<file path="src/rtl/seq_det_pkg.sv">
// Shared types and defaults for the 1101 match reporter slice.
// SEQ_MATCH_REPORTER_TIMESTAMP_EN adds a 32-bit timestamp field to the report.
package seq_det_pkg;

  localparam int DEF_FRAME_LEN = 16;
  localparam int DEF_CNT_W     = 4;
  localparam int DEF_POS_W     = $clog2(DEF_FRAME_LEN);

  typedef enum logic {IDLE, RUN} rep_state_e;

  // Report field widths follow the package defaults; raise these together with the top's parameters.
  typedef struct packed {
    logic [DEF_CNT_W-1:0] count;
    logic [DEF_POS_W-1:0] first;
    logic [DEF_POS_W-1:0] last;
    logic                 none;
`ifdef SEQ_MATCH_REPORTER_TIMESTAMP_EN
    logic [31:0]          ts;
`endif
  } report_t;

endpackage

</file>
<file path="src/rtl/seq_frame_ctr.sv">
// Bit-index counter for one frame: advances on each processed bit and wraps after FRAME_LEN bits.
module seq_frame_ctr #(
  parameter int FRAME_LEN = 16,
  parameter int POS_W     = $clog2(FRAME_LEN)
) (
  input  logic             clk,
  input  logic             rst_n,
  input  logic             clear,
  input  logic             en,
  output logic [POS_W-1:0] idx,
  output logic             last_bit,
  output logic             wrap
);

  assign last_bit = (idx == POS_W'(FRAME_LEN - 1));
  assign wrap     = en & last_bit;

  // clear wins over en so a discarded frame always restarts at index 0
  always_ff @(posedge clk) begin
    if (!rst_n || clear) begin
      idx <= '0;
    end else if (en) begin
      idx <= last_bit ? '0 : idx + 1'b1;
    end
  end

endmodule

</file>
<file path="src/rtl/seq_match_reporter.sv">
// Per-frame match reporter behind the 1101 detector, with a valid/ready report port.
// Define SEQ_MATCH_REPORTER_TIMESTAMP_EN to add a free-running cycle stamp (rpt_ts) to each report.
module seq_match_reporter
  import seq_det_pkg::*;
#(
  parameter int FRAME_LEN = DEF_FRAME_LEN,
  parameter int CNT_W     = DEF_CNT_W,
  parameter int POS_W     = $clog2(FRAME_LEN)
) (
  input  logic             clk,
  input  logic             rst_n,
  input  logic             en,
  input  logic             bit_valid,
  input  logic             det,
  output logic             rpt_valid,
  input  logic             rpt_ready,
  output logic [CNT_W-1:0] rpt_count,
  output logic [POS_W-1:0] rpt_first,
  output logic [POS_W-1:0] rpt_last,
  output logic             rpt_none,
  output logic             overrun
`ifdef SEQ_MATCH_REPORTER_TIMESTAMP_EN
  ,output logic [31:0]     rpt_ts
`endif
);

  rep_state_e       state;
  logic [POS_W-1:0] idx;
  logic             last_bit;
  logic             wrap;
  logic             running;
  logic             step;
  logic             hit;
  logic             accept;
  logic [CNT_W-1:0] acc_count;
  logic [POS_W-1:0] acc_first;
  logic [POS_W-1:0] acc_last;
  logic [CNT_W-1:0] count_next;
  logic [POS_W-1:0] first_next;
  logic [POS_W-1:0] last_next;
  report_t          rpt_q;
  logic             rpt_valid_q;
  logic             overrun_q;

  assign running = (state == RUN) && en;
  assign step    = running && bit_valid;
  assign hit     = step && det;
  assign accept  = rpt_valid_q && rpt_ready;

  seq_frame_ctr #(
    .FRAME_LEN(FRAME_LEN),
    .POS_W    (POS_W)
  ) u_frame_ctr (
    .clk     (clk),
    .rst_n   (rst_n),
    .clear   (!running),
    .en      (step),
    .idx     (idx),
    .last_bit(last_bit),
    .wrap    (wrap)
  );

  // A zero count doubles as "no match yet", since a saturating count never returns to zero.
  always_comb begin
    count_next = acc_count;
    first_next = acc_first;
    last_next  = acc_last;
    if (hit) begin
      if (acc_count != '1) begin
        count_next = acc_count + 1'b1;
      end
      if (acc_count == '0) begin
        first_next = idx;
      end
      last_next = idx;
    end
  end

  always_ff @(posedge clk) begin
    if (!rst_n) begin
      state     <= IDLE;
      acc_count <= '0;
      acc_first <= '0;
      acc_last  <= '0;
    end else begin
      case (state)
        IDLE:    if (en)  state <= RUN;
        RUN:     if (!en) state <= IDLE;
        default: state <= IDLE;
      endcase
      if (!running || (step && last_bit)) begin
        acc_count <= '0;
        acc_first <= '0;
        acc_last  <= '0;
      end else if (step) begin
        acc_count <= count_next;
        acc_first <= first_next;
        acc_last  <= last_next;
      end
    end
  end

`ifdef SEQ_MATCH_REPORTER_TIMESTAMP_EN
  logic [31:0] ts_cnt;

  always_ff @(posedge clk) begin
    if (!rst_n) begin
      ts_cnt <= '0;
    end else begin
      ts_cnt <= ts_cnt + 32'd1;
    end
  end
`endif

  // A closing frame may take the slot only if it is empty or being handed off this very cycle.
  always_ff @(posedge clk) begin
    if (!rst_n) begin
      rpt_valid_q <= 1'b0;
      overrun_q   <= 1'b0;
      rpt_q       <= '0;
      rpt_q.none  <= 1'b1;
    end else if (wrap) begin
      if (!rpt_valid_q || accept) begin
        rpt_valid_q <= 1'b1;
        rpt_q.count <= DEF_CNT_W'(count_next);
        rpt_q.first <= DEF_POS_W'(first_next);
        rpt_q.last  <= DEF_POS_W'(last_next);
        rpt_q.none  <= (count_next == '0);
`ifdef SEQ_MATCH_REPORTER_TIMESTAMP_EN
        rpt_q.ts    <= ts_cnt;
`endif
      end else begin
        overrun_q <= 1'b1;
      end
    end else if (accept) begin
      rpt_valid_q <= 1'b0;
    end
  end

  assign rpt_valid = rpt_valid_q;
  assign overrun   = overrun_q;
  assign rpt_count = CNT_W'(rpt_q.count);
  assign rpt_first = POS_W'(rpt_q.first);
  assign rpt_last  = POS_W'(rpt_q.last);
  assign rpt_none  = rpt_q.none;
`ifdef SEQ_MATCH_REPORTER_TIMESTAMP_EN
  assign rpt_ts    = rpt_q.ts;
`endif

endmodule

</file>
<file path="config.mk">
export PLATFORM = sky130hd
export DESIGN_NAME = seq_match_reporter
export DESIGN_NICKNAME = d
export VERILOG_FILES = /design/src/rtl/seq_det_pkg.sv /design/src/rtl/seq_frame_ctr.sv /design/src/rtl/seq_match_reporter.sv
export SDC_FILE = /design/constraint.sdc
export NUM_CORES = 1
export LEC_CHECK = 0
export CORE_MARGIN = 2
export CORE_UTILIZATION = 55
export DETAILED_ROUTE_END_ITERATION = 10
export MAX_ROUTING_LAYER = met4
export PLACE_DENSITY = 0.87
export REMOVE_ABC_BUFFERS = 1
export SLEW_MARGIN = 20
export SYNTH_ARGS = -nofsm -noshare
export SYNTH_HDL_FRONTEND = slang
export SYNTH_SLANG_ARGS = --single-unit
</file>
<file path="constraint.sdc">
create_clock -name clk -period 3.26 [get_ports clk]
set_clock_uncertainty 0.05 [all_clocks]
set_input_delay 0.652 -clock clk [delete_from_list [all_inputs] [get_ports clk]]
set_output_delay 0.652 -clock clk [all_outputs]
set_load 0.01 [all_outputs]
</file>
==> results.tsv, run 1 <==
stage	metric	value	unit
outcome	status	finished, final reports clean	
synthesis	ys_types	30	
sta	slew_headroom	0.604	
clock_network	cts_buffer_depth	2	
power_and_ir_drop	power_frac_comb	0.025	
setup_path	endpoint	rpt_count[3]	
floorplanning	row_count	17	
final_layout	n_antenna_cell	0	
clock_network	cts_sinks	32	
detailed_routing	wl_per_cell	12.9	µm
setup_path	critPathKind	input port to flip-flop	
clock_network	numCtsBuffers	5	
setup_path	cp-start-kind	input port	
detailed_routing	num_vias	1024	
power_and_ir_drop	switching_share	0.188	
final_layout	multi_input_area	624	µm²
power_and_ir_drop	pwr-share-seq	0.528	
sta	fin_crit_sh	0.635	
sta	period_needed	2070	ps
global_route	grt_pass1_wl	4010	µm
setup_path	reg2reg_depth	4	
setup_path	worstPathRequired	3440	ps
clock_network	path_clk_slew	100	ps
final_layout	fill_cells	184	
setup_path	cp_data_arrival_time	2240	ps
power_and_ir_drop	cellLeakagePower	0.589	nW
detailed_routing	viasPerCell	5.51	
setup_path	startpoint	bit_valid	
synthesis	synthesis.area	0.00130	mm²
placed_design	gp_congestion	0.789	
sta	fin_setup_tns	0	ps
detailed_routing	ant_nets	0	
synthesis	synth_edf_count	0	
global_route	grt_pass1_vias	903	
clock_network	cts_tree	done	
clock_network	cts-root-buf	clkbuf_4	
synthesis	ys_warn_count	0	
detailed_routing	drc	0	
clock_network	cts_resized	0	
power_and_ir_drop	power_density	460	mW/mm²
sta	drv_slew	0	
setup_path	crit_path_max_fanout	8	
detailed_routing	drt_first_pass_iters	4	
final_layout	drive_gt1_frac	0.108	
synthesis	syn_inst	134	
setup_path	ff2ff_setup_slack	1520	ps
power_and_ir_drop	finalPower	0.743	mW
global_route	antenna_found_initial	0	
synthesis	synthArstFlopShare	0	
placed_design	port_buffers	20	
power_and_ir_drop	p_clk_frac	0.446	
clock_network	post-cts-setup-buffers	0	
global_route	track_usage	0.213	
sta	setup_viol	0	
power_and_ir_drop	peakVddDrop	352	µV
setup_path	r2r_end	acc_count[3]	
power_and_ir_drop	switchingPower	0.139	mW
global_route	grt_max_degree	21	
min_path	hold_path.startpoint	rpt_none	
min_path	hp-class	flip-flop to flip-flop	
synthesis	postSynthAreaPerCell	9.70	µm²
synthesis	ys_ff_latch	32	
floorplanning	io-pin-count	21	
clock_network	postCtsHoldBufs	0	
sta	hold_violations	0	
sta	rsz0062_at_grt	false	
placed_design	hpwl	1770	µm
synthesis	ys_seq_area_frac	0.493	
synthesis	synth_ff_type	dfxtp_1	
final_layout	utilization	0.723	
clock_network	htree_levels	2	
power_and_ir_drop	internal_power	0.603	mW
clock_network	clkLatencyLatePin	320	ps
floorplanning	fp.dieW	52.6	µm
floorplanning	core_area	0.00223	mm²
final_layout	ff_latch_area	641	µm²
sta	fin_hold_ws	427	ps
flow_run	max_cap_viol_count	0	
detailed_routing	detail_route.iter0.violations	22	
detailed_routing	routed_wl	2400	µm
final_layout	area_growth	24.2	%
floorplanning	die-height	52.6	µm
final_layout	nets	166	
setup_path	rr_startpoint	u_frame_ctr.idx[0]	
setup_path	worstSetupEndpointType	flip-flop	
sta	fmax	483	MHz
global_route	overflow	0	
sta	worstMarginPinSlew	593	ps
floorplanning	start_util	0.582	
floorplanning	dieArea	0.00277	mm²
==> worst max-delay path, stage by stage <==
cell	delay (ps)
clkdlybuf4s50_1	590
nand4_2	340
nor4b_2	380
o31ai_1	110
and2_1	160
==> per-stage QoR <==
step,instance area (µm²),setup slack (ps),instances
6_report,1610,1190,186
5_1_grt,1610,1130,186
4_1_cts,1610,1210,186
3_5_place_dp,1520,875,178
3_3_place_gp,1520,914,178
2_1_floorplan,1280,1370,129
==> final cells by class <==
type,instances,area share
sequential,32,0.397
multi-input combinational,94,0.387
timing repair buffer,21,0.129
clock buffer,7,0.0403
tap,28,0.0217
clock inverter,1,0.0186
inverter,3,0.00698
==> worst min-delay path by stage <==
stage | end | slack, ps | cells after the start
floorplan | acc_first[0] | 410 | 2
global placement | rpt_none | 400 | 2
detailed placement | rpt_none | 410 | 2
CTS | rpt_none | 430 | 2
global route | rpt_none | 470 | 2
finish | rpt_none | 430 | 2
==> cell usage after synthesis, types with 2 or more instances <==
master	count	share of area
a211oi_1	12	0.069
a21oi_1	5	0.019
and2_1	3	0.014
clkbuf_1	3	0.0087
dfxtp_1	32	0.49
ha_1	3	0.029
inv_1	3	0.0087
mux2i_1	9	0.069
nand2_1	3	0.0087
nand3_1	3	0.012
nand4_1	2	0.0096
nand4_2	2	0.019
nor2_1	29	0.084
nor3_1	4	0.015
nor4b_2	2	0.023
o31ai_1	3	0.017
xnor2_1	2	0.013
xor2_1	2	0.013
==> layout by cell type, fill, tap and decap left out, drive strengths merged, types with 3 or more instances in the layout <==
cell type      netlist  layout
dfxtp               32      32
and2                 4       4
nand4                4       4
a211oi              12      12
nor2                29      29
clkbuf               3       7
a21oi                5       5
nand3                4       4
o31ai                3       3
mux2i                9       9
ha                   3       3
nor3                 5       5
inv                  3       3
nand2                3       3
clkdlybuf4s50        0      20
==> sequential cells by signal, summed over array words and instances, names as in the netlist <==
register	flops
acc_count	4
acc_first	4
acc_last	4
rpt_count	4
rpt_first	4
rpt_last	4
u_frame_ctr.idx	4
overrun	1
rpt_none	1
rpt_valid	1
state	1
==> power groups by stage <==
stage / sequential (mW) / clock (mW) / combinational, mW
2_1_floorplan: 0.401 / 0 / 0.00796
3_3_place_gp: 0.401 / 0 / 0.0185
3_5_place_dp: 0.401 / 0 / 0.0190
4_1_cts: 0.392 / 0.341 / 0.0191
5_1_grt: 0.393 / 0.355 / 0.0205
6_report: 0.392 / 0.331 / 0.0189
==> cells by family after synthesis <==
| kind of cell | count (synthesis) | share of synthesized area |
|---|---|---|
| XOR/XNOR | 4 | 0.0270 |
| AO/OA/AOI/OAI | 23 | 0.123 |
| flip-flops | 32 | 0.493 |
| AND/OR/NAND/NOR | 55 | 0.232 |
| multiplexers | 9 | 0.0693 |
| buffers and inverters | 8 | 0.0269 |
| adder cells (fa/ha/maj) | 3 | 0.0289 |
==> layer usage <==
layer	global-route usage	vias to the layer above	share of wire
met2	0.310	29	0.49
met4	0.0940	0	0.0083
met1	0.253	463	0.46
met5	-	-	0
li1	-	530	-
met3	0.0943	2	0.040
No activity file was read; power rests on OpenSTA's default activity.
==> inputs of run 2 (changes only) <==
Settings changed: CORE_UTILIZATION 55 to 51, PLACE_DENSITY 0.87 to 0.82.
Clock period 3.26 ns to 2.1 ns, I/O delays scaled along.
==> results.tsv, run 2 (synthesis gave the netlist of run 1 again) <==
stage	metric	value	unit	change
setup_path	ff2ff_setup_slack	320	ps	was 1520 ps
global_route	antenna_found_initial	0		unchanged
clock_network	clkLatencyLatePin	350	ps	was 320 ps
final_layout	fill_cells	191		was 184
floorplanning	die-height	54.5	µm	was 52.6 µm
floorplanning	dieArea	0.00297	mm²	was 0.00277 mm²
setup_path	cp-start-kind	flip-flop		was input port
placed_design	dpl_worst_slack	-4.39	ps	was 875 ps
detailed_routing	num_vias	1080		was 1024
clock_network	cts-root-buf	clkbuf_4		unchanged
detailed_routing	drt_first_pass_iters	4		unchanged
setup_path	cp_data_arrival_time	1980	ps	was 2240 ps
detailed_routing	drc	0		unchanged
global_route	grt_pass1_wl	4320	µm	was 4010 µm
sta	period_needed	1780	ps	
final_layout	final_common_cell	dfxtp_1		unchanged
power_and_ir_drop	power_density	675	mW/mm²	was 460 mW/mm²
placed_design	gp_congestion	0.775		was 0.789
clock_network	post-cts-setup-buffers	0		unchanged
final_layout	utilization	0.668		was 0.723
detailed_routing	ant_nets	0		unchanged
detailed_routing	detail_route.iter0.violations	30		was 22
final_layout	final_cell_area	0.00164	mm²	was 0.00161 mm²
power_and_ir_drop	peakVddDrop	859	µV	was 352 µV
global_route	grt_pass1_vias	1020		was 903
clock_network	htree_levels	2		unchanged
clock_network	cts_sinks	32		unchanged
min_path	hold_path.startpoint	overrun		was rpt_none
setup_path	r2r_end	rpt_count[2]		was acc_count[3]
min_path	hp-class	flip-flop to flip-flop		unchanged
sta	fin_ws	320	ps	was 1190 ps
floorplanning	start_util	0.530		was 0.582
sta	rsz0062_at_grt	false		unchanged
final_layout	area_growth	26.1	%	was 24.2%
sta	fin_hold_ws	445	ps	was 427 ps
floorplanning	io-pin-count	21		unchanged
detailed_routing	wl_per_cell	14.0	µm	was 12.9 µm
placed_design	placed_area	0.00156	mm²	was 0.00152 mm²
setup_path	rr_startpoint	u_frame_ctr.idx[0]		unchanged
setup_path	worstSetupEndpointType	flip-flop		unchanged
clock_network	path_clk_slew	110	ps	was 100 ps
floorplanning	core_area	0.00245	mm²	was 0.00223 mm²
clock_network	numCtsBuffers	5		unchanged
setup_path	critPathKind	flip-flop to flip-flop		was input port to flip-flop
setup_path	worstPathRequired	2300	ps	was 3440 ps
global_route	grt_max_degree	14		was 21
detailed_routing	viasPerCell	5.60		was 5.51
global_route	track_usage	0.224		was 0.213
clock_network	cts_resized	0		unchanged
sta	setup_viol	0		unchanged
placed_design	port_buffers	20		unchanged
clock_network	cts_tree	done		unchanged
sta	slew_headroom	0.723		was 0.604
sta	worstMarginPinSlew	415	ps	was 593 ps
placed_design	hpwl	1980	µm	was 1770 µm
sta	fmax	562	MHz	
setup_path	crit_path_max_fanout	5		was 8
sta	hold_violations	0		unchanged
sta	drv_slew	0		unchanged
power_and_ir_drop	cellLeakagePower	0.602	nW	was 0.589 nW
sta	fin_crit_sh	0.848		
flow_run	max_cap_viol_count	0		unchanged
setup_path	reg2reg_depth	5		was 4
final_layout	final_cell_mix	32 x dfxtp_1, 29 x nor2_1, 20 x clkdlybuf4s50_1, 12 x a211oi_1, 9 x mux2i_1		unchanged
final_layout	n_antenna_cell	0		unchanged
final_layout	drive_gt1_frac	0.135		was 0.108
global_route	overflow	0		unchanged
detailed_routing	routed_wl	2710	µm	was 2400 µm
min_path	min_to	overrun		was rpt_none
clock_network	postCtsHoldBufs	0		unchanged
outcome	status	finished, final reports clean		unchanged
min_path	whs_path_depth	2		unchanged
clock_network	cts_buffer_depth	2		unchanged
floorplanning	row_count	18		was 17
final_layout	nets	171		was 166
floorplanning	fp.dieW	54.5	µm	was 52.6 µm
-- run 2: changes by cell type in the layout (fill, tap and decap cells not counted) --
| cell | change |
|---|---|
| buf_4 | +5 |
| clkbuf_8 | -2 |
| clkinv_2 | +1 |
| clkinvlp_4 | +1 |
-- run 2: power by group --
| group | switching, mW | internal, mW |
|---|---|---|
| clock network | 0.215 | 0.248 |
| logic | 0.0178 | 0.0162 |
| registers | 0.00183 | 0.608 |
| total | 0.234 | 0.872 |
-- run 2: worst max path at each step --
stage,from,end,cells after the start
3_5_place_dp,bit_valid,rpt_count[2],5
4_1_cts,u_frame_ctr.idx[0],rpt_count[2],5
3_3_place_gp,bit_valid,rpt_count[2],5
5_1_grt,u_frame_ctr.idx[0],rpt_first[0],6
6_report,u_frame_ctr.idx[0],rpt_count[2],5
2_1_floorplan,u_frame_ctr.idx[0],rpt_first[3],5
-- run 2: through the flow --
step                power (mW)  setup TNS [ps]  cells
finish                    1.11               0    193
global route              1.14               0    193
CTS                       1.11               0    193
detailed placement       0.657           -4.39    185
global placement         0.656               0    185
floorplan                0.635               0    129
-- run 2: routing by layer --
layer / vias to the layer above / global-route usage / routed length (µm)
met5: - / - / 0
met4: 0 / 0.133 / 80
met3: 10 / 0.0956 / 169
met2: 38 / 0.343 / 1330
met1: 499 / 0.241 / 1130
li1: 533 / - / -
-- run 2: critical path, stage by stage, from the launching register on --
cell     delay, ps
dfxtp_1        450
ha_1           220
nand4_2        180
or3_4          450
and2_0         160
o21a_1         160
-- run 2: layout make-up --
class	instances	area, µm²	area share
Clock inverter	3	42.5	0.0260
Sequential cell	32	641	0.391
Timing Repair Buffer	26	245	0.150
Tap cell	30	37.5	0.0229
Inverter	3	11.3	0.00687
Multi-Input combinational cell	94	624	0.381
Clock buffer	5	37.5	0.0229
